## src/rtl/slifo_dual_mode.sv

```systemverilog
// slifo_dual_mode: one storage array used as a stack or a queue, selected at run time.
// Defining SLIFO_PEEK_EN adds a combinational peek port (peek_data/peek_valid).
module slifo_dual_mode #(
  parameter int unsigned DATA_WIDTH    = 8,
  parameter int unsigned POINTER_WIDTH = 4,
  parameter int unsigned TH_LEVEL      = 2 ** (POINTER_WIDTH - 1)
) (
  input  logic                     clk,
  input  logic                     rst_n,
  input  logic                     mode,
  input  logic                     clear,
  input  logic                     wr,
  input  logic                     rd,
  input  logic [DATA_WIDTH-1:0]    data_in,
  input  logic                     th_we,
  input  logic [POINTER_WIDTH:0]   low_th,
  input  logic [POINTER_WIDTH:0]   high_th,
  output logic [DATA_WIDTH-1:0]    data_out,
  output logic                     out_valid,
  output logic                     active_mode,
  output logic [POINTER_WIDTH:0]   count,
  output logic                     buf_empty,
  output logic                     buf_full,
  output logic                     buf_low_th,
  output logic                     buf_high_th,
  output logic                     buf_ov,
  output logic                     buf_ud
`ifdef SLIFO_PEEK_EN
  ,
  output logic [DATA_WIDTH-1:0]    peek_data,
  output logic                     peek_valid
`endif
);

  localparam int unsigned DEPTH = 2 ** POINTER_WIDTH;
  localparam logic [POINTER_WIDTH:0]   FULL_CNT = {1'b1, {POINTER_WIDTH{1'b0}}};
  localparam logic [POINTER_WIDTH:0]   TH_RST   = (POINTER_WIDTH + 1)'(TH_LEVEL);
  localparam logic [POINTER_WIDTH:0]   CNT_ONE  = (POINTER_WIDTH + 1)'(1);
  localparam logic [POINTER_WIDTH-1:0] PTR_ONE  = POINTER_WIDTH'(1);

  logic [DATA_WIDTH-1:0]    mem [DEPTH];

  logic [POINTER_WIDTH:0]   count_q, count_d;
  logic [POINTER_WIDTH-1:0] wr_ptr_q, wr_ptr_d;
  logic [POINTER_WIDTH-1:0] rd_ptr_q, rd_ptr_d;
  logic [DATA_WIDTH-1:0]    data_out_q, data_out_d;
  logic                     out_valid_q, out_valid_d;
  logic                     active_mode_q, active_mode_d;
  logic                     ov_q, ov_d;
  logic                     ud_q, ud_d;
  logic [POINTER_WIDTH:0]   low_th_q, low_th_d;
  logic [POINTER_WIDTH:0]   high_th_q, high_th_d;

  logic                     fwd, fifo_rw, we, re;
  logic [POINTER_WIDTH-1:0] waddr, raddr;

  assign buf_empty   = (count_q == '0);
  assign buf_full    = (count_q == FULL_CNT);
  assign buf_low_th  = (count_q < low_th_q);
  assign buf_high_th = (count_q >= high_th_q);

  assign data_out    = data_out_q;
  assign out_valid   = out_valid_q;
  assign active_mode = active_mode_q;
  assign count       = count_q;
  assign buf_ov      = ov_q;
  assign buf_ud      = ud_q;

  // Simultaneous wr&rd bypasses memory in LIFO mode, and in FIFO mode only when empty.
  always_comb begin
    fwd     = wr & rd & (~active_mode_q | buf_empty);
    fifo_rw = wr & rd & active_mode_q & ~buf_empty;
    we      = ~clear & ~fwd & (fifo_rw | (wr & ~buf_full));
    re      = ~clear & ~fwd & (fifo_rw | (rd & ~buf_empty));
    waddr   = active_mode_q ? wr_ptr_q : count_q[POINTER_WIDTH-1:0];
    raddr   = active_mode_q ? rd_ptr_q : (count_q[POINTER_WIDTH-1:0] - PTR_ONE);
  end

  always_comb begin
    count_d       = count_q;
    wr_ptr_d      = wr_ptr_q;
    rd_ptr_d      = rd_ptr_q;
    ov_d          = ov_q;
    ud_d          = ud_q;
    data_out_d    = data_out_q;
    out_valid_d   = ~clear & (fwd | re);
    active_mode_d = (buf_empty & ~we) ? mode : active_mode_q;
    low_th_d      = th_we ? low_th : low_th_q;
    high_th_d     = th_we ? high_th : high_th_q;

    if (clear) begin
      count_d  = '0;
      wr_ptr_d = '0;
      rd_ptr_d = '0;
      ov_d     = 1'b0;
      ud_d     = 1'b0;
    end else begin
      if (we && !re) begin
        count_d = count_q + CNT_ONE;
      end else if (re && !we) begin
        count_d = count_q - CNT_ONE;
      end
      if (active_mode_q) begin
        if (we) wr_ptr_d = wr_ptr_q + PTR_ONE;
        if (re) rd_ptr_d = rd_ptr_q + PTR_ONE;
      end
      if (wr && buf_full && !rd) begin
        ov_d = 1'b1;
      end else if (re) begin
        ov_d = 1'b0;
      end
      if (rd && buf_empty && !wr) begin
        ud_d = 1'b1;
      end else if (we) begin
        ud_d = 1'b0;
      end
      if (fwd) begin
        data_out_d = data_in;
      end else if (re) begin
        data_out_d = mem[raddr];
      end
    end
  end

  always_ff @(posedge clk) begin
    if (we) begin
      mem[waddr] <= data_in;
    end
  end

  always_ff @(posedge clk or negedge rst_n) begin
    if (!rst_n) begin
      count_q       <= '0;
      wr_ptr_q      <= '0;
      rd_ptr_q      <= '0;
      data_out_q    <= '0;
      out_valid_q   <= 1'b0;
      active_mode_q <= 1'b0;
      ov_q          <= 1'b0;
      ud_q          <= 1'b0;
      low_th_q      <= TH_RST;
      high_th_q     <= TH_RST;
    end else begin
      count_q       <= count_d;
      wr_ptr_q      <= wr_ptr_d;
      rd_ptr_q      <= rd_ptr_d;
      data_out_q    <= data_out_d;
      out_valid_q   <= out_valid_d;
      active_mode_q <= active_mode_d;
      ov_q          <= ov_d;
      ud_q          <= ud_d;
      low_th_q      <= low_th_d;
      high_th_q     <= high_th_d;
    end
  end

`ifdef SLIFO_PEEK_EN
  assign peek_data  = mem[raddr];
  assign peek_valid = ~buf_empty;
`endif

endmodule

```

## config.mk

```make
export PLATFORM = sky130hd
export DESIGN_NAME = slifo_dual_mode
export DESIGN_NICKNAME = d
export VERILOG_FILES = /design/src/rtl/slifo_dual_mode.sv
export SDC_FILE = /design/constraint.sdc
export NUM_CORES = 1
export LEC_CHECK = 0
export CAP_MARGIN = 20
export CORE_AREA = 5 5 170 90
export DETAILED_ROUTE_END_ITERATION = 10
export DIE_AREA = 0 0 175 95
export PLACE_DENSITY = 0.79
export SYNTH_ARGS = -nofsm -noshare
export SYNTH_HDL_FRONTEND = slang
export SYNTH_SLANG_ARGS = --single-unit
```

## constraint.sdc

```tcl
create_clock -name clk -period 3.9 [get_ports clk]
set_input_delay 0.39 -clock clk [delete_from_list [all_inputs] [get_ports clk]]
set_output_delay 0.39 -clock clk [all_outputs]
set_load 0.05 [all_outputs]
```

==> results.txt <==
outcome: finished, final reports clean
Fin. Hold Viols: 0
Synth Net Count: 723
post-CTS setup buffers: 0
setup tns final: 0 ns
clock power share: 22.6%
Design Area, Final: 9140 um^2
global-route wire length before repair: 34600 um
Area Overhead vs Synth: 13.7%
Unique masters post-synth: 68
initial antenna violation count: 0
Syn Std Cell Area: 8040 um^2
# fillers: 1005
CP required: 3.95 ns
Die Width: 175 um
Post-synth EDFFs: 128
initial core utilization: 57.9%
fraction of layout cells with a size suffix above 1: 10.0%
Tightest Pin Transition: 1.13 ns
clock latency on the worst-skew pair: 0.42 ns
nets: 758
gr ovfl total: 0
max_cap viols: 0
Max Clk Rate: 294 MHz
worst hold-check path type: input pin to async pin
Slew HR: 24.5%
clock-pin slew on the worst setup and hold paths: 0.06 ns
RSZ-0062 raised after global routing: false
Crit Path Class: flop to flop
final setup violation count: 0
Syn. warnings: 0
LEAKAGE: 3.21 nW
Reg power frac: 29.8%
switching portion of total power: 43.1%
CP max FO: 12
drt drc: 0
skew final: 0.00806 ns
Combinational Power Share: 47.6%
via count: 6107
gr usage total: 28.0%
DP Area: 8570 um^2
IO Port Bufs: 45
largest net degree at the start of global routing: 50
Sink Count: 163
Final ANT Viol Nets: 0
hpwl dp: 15300 um
boundary pin count: 46
global placer's final weighted congestion: 1.00
Final Power: 7.12 mW
ys async rst share: 21.5%
final worst path period need: 3.40 ns
setup slack at placement: 0.416 ns
worst setup margin: 0.501 ns
arrival time worst endpoint: 3.45 ns
vias in the first global route: 5918
Synth Flop Type: edfxtp_1
vias per cell: 6.72
Post-CTS Resized: 0
Core ar.: 13900 um^2
element type at the critical path start: flop
1st-iter DRT viols: 927
Routed WL per cell: 24.8 um
CTS buffer count: 17
Peak supply drop: 546 uV
syn_area_per_cell: 11.8 um^2
Std-Cell Rows: 31
# hold bufs at CTS: 0
CTS tree: yes
total net switching power: 3.07 mW
crit end category: flop
hold_ws: 0.0948 ns
max-slew violation count: 0
number of diodes: 0
Synth Instances: 680
CTS root buf: clkbuf_16
drt pass-1 iters: 7
Die Y: 95 um
htree depth: 4
die area: 16600 um^2
CTS max path bufs: 2
routed wire length: 22500 um
number of synthesized register bits: 163
sequential area share after synthesis: 58.8%
Int Pwr: 4.05 mW
pwr/cell area: 779 nW/um^2
Final Cycle Share: 87.2%
layout make-up:
class	count	area (um^2)	area share (%)
flip-flops and latches	163	4720	51.7
multi-input cells	457	3010	33.0
repair buffers	59	548	6.00
clock buffers	19	443	4.85
well taps	181	226	2.48
clock inverters	13	124	1.36
inverters	17	63.8	0.698
path summary, 6_finish.rpt:
path | start | to | slack [ns] | depth (start not counted)
min in group clk | low_th[3] | low_th_q[3] | 0.50 | 3
setup reg to reg | count[3] | mem[4][0] | 0.50 | 5
setup / recovery | count[3] | mem[4][0] | 0.50 | 5
hold reg to reg | low_th_q[3] | low_th_q[3] | 0.51 | 2
hold / removal | rst_n | high_th_q[2] | 0.09 | 1
max in group asynchronous | rst_n | data_out[4] | 3.23 | 1
cell usage in the layout, fill, tap and decap left out, types with 9 or more instances in the layout:
cell,Yosys,final
edfxtp_1,128,128
nor2_1,67,67
o22ai_1,48,48
clkdlybuf4s50_1,0,43
nor2b_1,41,41
o21ai_0,35,35
nand2_1,35,35
dfrtp_1,33,33
a21oi_1,23,23
nor3_1,21,21
ha_1,17,17
clkbuf_16,0,17
inv_1,16,16
a2bb2oi_1,16,16
buf_4,5,15
or3_1,14,14
a31oi_1,12,12
nand2b_1,9,9
o32ai_1,9,9
nand3b_1,9,9
kinds of logic after synthesis:
logic type | after synthesis | synth area share (%)
muxes | 7 | 0.934
adders and majority gates | 18 | 2.90
and+or+nand+nor | 227 | 15.0
buffers and inverters | 60 | 3.75
xor gates and xnor gates | 10 | 1.09
DFF | 163 | 58.8
AOI/OAI and AO/OA | 195 | 17.6
synthesized netlist by cell type, types with 3 or more instances:
cell type / count / share of area, %
nor4b_1: 7 / 0.76
inv_1: 16 / 0.75
clkbuf_1: 19 / 0.89
o21bai_2: 3 / 0.42
nor2b_1: 41 / 3.2
nor2_1: 67 / 3.1
a21o_1: 3 / 0.28
buf_6: 6 / 0.84
mux2i_1: 3 / 0.37
a2bb2oi_1: 16 / 1.7
nor2_2: 3 / 0.23
nand2b_1: 9 / 0.70
o21bai_1: 6 / 0.56
a2111o_1: 7 / 0.98
and3_1: 3 / 0.23
mux2_2: 3 / 0.42
a31oi_1: 12 / 0.93
or3_1: 14 / 1.1
buf_1: 3 / 0.14
o21ai_1: 4 / 0.25
o32ai_1: 9 / 0.98
xnor2_1: 5 / 0.54
dfrtp_1: 33 / 10
buf_4: 5 / 0.47
edfxtp_1: 128 / 48
a211oi_1: 7 / 0.65
nand2_1: 35 / 1.6
ha_1: 17 / 2.6
o22ai_1: 48 / 3.7
xor2_1: 5 / 0.54
nor3_1: 21 / 1.3
buf_2: 10 / 0.62
a21oi_1: 23 / 1.4
nand3b_1: 9 / 0.84
o21ai_0: 35 / 2.2
nand3_1: 7 / 0.44
through the flow:
stage,utilization [%],std cells
floorplan,-,680
global placement,61.7,877
detailed placement,61.7,877
CTS,65.8,909
global route,65.8,909
finish,65.8,909
registers in the layout, indices dropped and copies added, names as in the netlist:
signal       cells
buf_ud           1
rd_ptr_q         4
count            5
high_th_q        5
mem            128
wr_ptr_q         4
active_mode      1
data_out         8
out_valid        1
buf_ov           1
low_th_q         5
critical path, stage by stage (launching register included):
cell	delay [ns]
dfrtp_1	0.71
or4b_4	0.34
a21oi_2	0.10
a2111oi_4	0.70
o21ai_1	0.44
nor2_1	0.73
layer usage:
| metal | GRT usage [%] | share of wire [%] |
|---|---|---|
| met5 | 0 | 0 |
| met4 | 6.53 | 1.4 |
| met3 | 11.0 | 15 |
| met2 | 39.4 | 41 |
| met1 | 41.1 | 42 |
power groups by stage:
stage	Clock, mW	Sequential, mW	Combinational (mW)
CTS	1.61	2.12	3.28
detailed placement	0	2.15	3.24
global placement	0	2.14	3.15
floorplan	0	2.36	2.08
finish	1.61	2.12	3.39
global route	1.69	2.14	3.58
No activity file was read; power rests on OpenSTA's default activity.
==> RTL edit, RTL diff (config.mk and constraints unchanged) <==
Make the reset (`rst_n`) synchronous in one clocked block.
--- a/src/rtl/slifo_dual_mode.sv
+++ b/src/rtl/slifo_dual_mode.sv
@@ -129,5 +129,5 @@
   end
 
-  always_ff @(posedge clk or negedge rst_n) begin
+  always_ff @(posedge clk) begin
     if (!rst_n) begin
       count_q       <= '0;
Behaviour: differs if rst_n is asserted again (counterexample within 4 cycles, from zero or initial values and one cycle with rst_n low); with rst_n held inactive, the same outputs for 10 cycles.
==> RTL edit against the original RTL <==
Critical path type unchanged. Non-clock buffer count up 6. Die area unchanged. Setup slack better by 210 ps. First-iteration DRC count up 3.9%. Cell area down 2.6%. Synthesized area down 3.5%. Routed wire length down 0.39%. Sequential cell count unchanged.
Power is not compared: it rests on default switching activity, and its combinational part moved more than twofold at a synthesized area within 25%.
==> RTL edit: results (changes against the original RTL) <==
largest cells by area after synthesis edfxtp_1, dfxtp_1, o21ai_0 (was edfxtp_1, dfrtp_1, o22ai_1); Max Clock Skew 12.0 ps (was 8.06 ps); dpl hpwl 15,300 um (about the same); Placed Instances 899 (was 877); share of post-route cells with drive strength above 1 0.0880 (was 0.100); Net Count, Synth 745 (was 723); drt first-iter violations 963 (was 927); Post-Synth Adder-Cell Area 0.0300 (was 0.0290); synth cell count leaders edfxtp_1, nor2_1, o21ai_0 (was edfxtp_1, nor2_1, o22ai_1); grt met2 use 0.383 (was 0.394); GP Congestion 0.902 (was 1.00); first-pass GRT wire length 34,100 um (was 34,600 um); ys async rst share 0 (was 0.215); nets 780 (was 758); Seq/Total Area, Yosys 0.586 (was 0.588); actual slew at the worst max-slew pin 1020 ps (was 1130 ps); status completed (unchanged); post-synthesis mux area share 0.0142 (was 0.00934); drt pass-1 iters 6 (was 7); metal2 WL 9140 um (was 9310 um); HP Class reg -> reg (was in -> async); synth unique cells 54 (was 68); DRT Wirelength 22,400 um (was 22,500 um); arrival time at the worst endpoint 3540 ps (was 3450 ps); worst-path fanout max 6 (was 12); M1 GR Usage 0.419 (was 0.411); largest net degree at the start of global routing 59 (was 50); vias in the first global route 5,658 (was 5,918); All-Layer GR Usage 0.275 (was 0.280); Compound-Gate Fraction of Synth Area 0.193 (was 0.176); Leakage 2.95 nW; clk slew on worst S/H paths 60 ps (about the same); post-synthesis xor/xnor area fraction 0.0124 (was 0.0109); met3 Resource Use GR 0.0936 (was 0.110); CP delay by family, top simple AND/OR/NAND/NOR gates (was compound AO/OA/AOI/OAI gates); post-placement cell area 8350 um2 (was 8570 um2); vias 6,052 (was 6,107); WL/cell 24.1 um (was 24.8 um); CP max stage delay 540 ps (was 730 ps); crit path max-delay cell type or4b_4 (was nor2_1); M1 WL 9790 um (was 9480 um)
-- RTL edit: cell count changes after synthesis, sizes merged, moves of 12 or more --
cell	change
o21ai	+56
dfxtp	+35
dfrtp	-33
o31ai	+21
a2bb2oi	-17
o22ai	-16
nor2	+15
a21oi	-14
nand2	-13
or3	-12
-- RTL edit: final cells by class --
type                            instances  area, um2
Fill cell                            1057       4980
Timing Repair Buffer                   65        591
Sequential cell                       163       4540
Multi-Input combinational cell        471       2920
Inverter                               19       71.3
Tap cell                              181        226
Clock buffer                           17        425
Clock inverter                         15        123
-- RTL edit: worst paths after layout --
| path | start | depth (start not counted) | slack, ps | end |
|---|---|---|---|---|
| worst max-delay path | count[1] | 14 | 710 | count[4] |
| worst min-delay path | data_out[7] | 2 | 460 | data_out[7] |
| worst max register to register | count[1] | 14 | 710 | count[4] |
| worst min register to register | data_out[7] | 2 | 460 | data_out[7] |
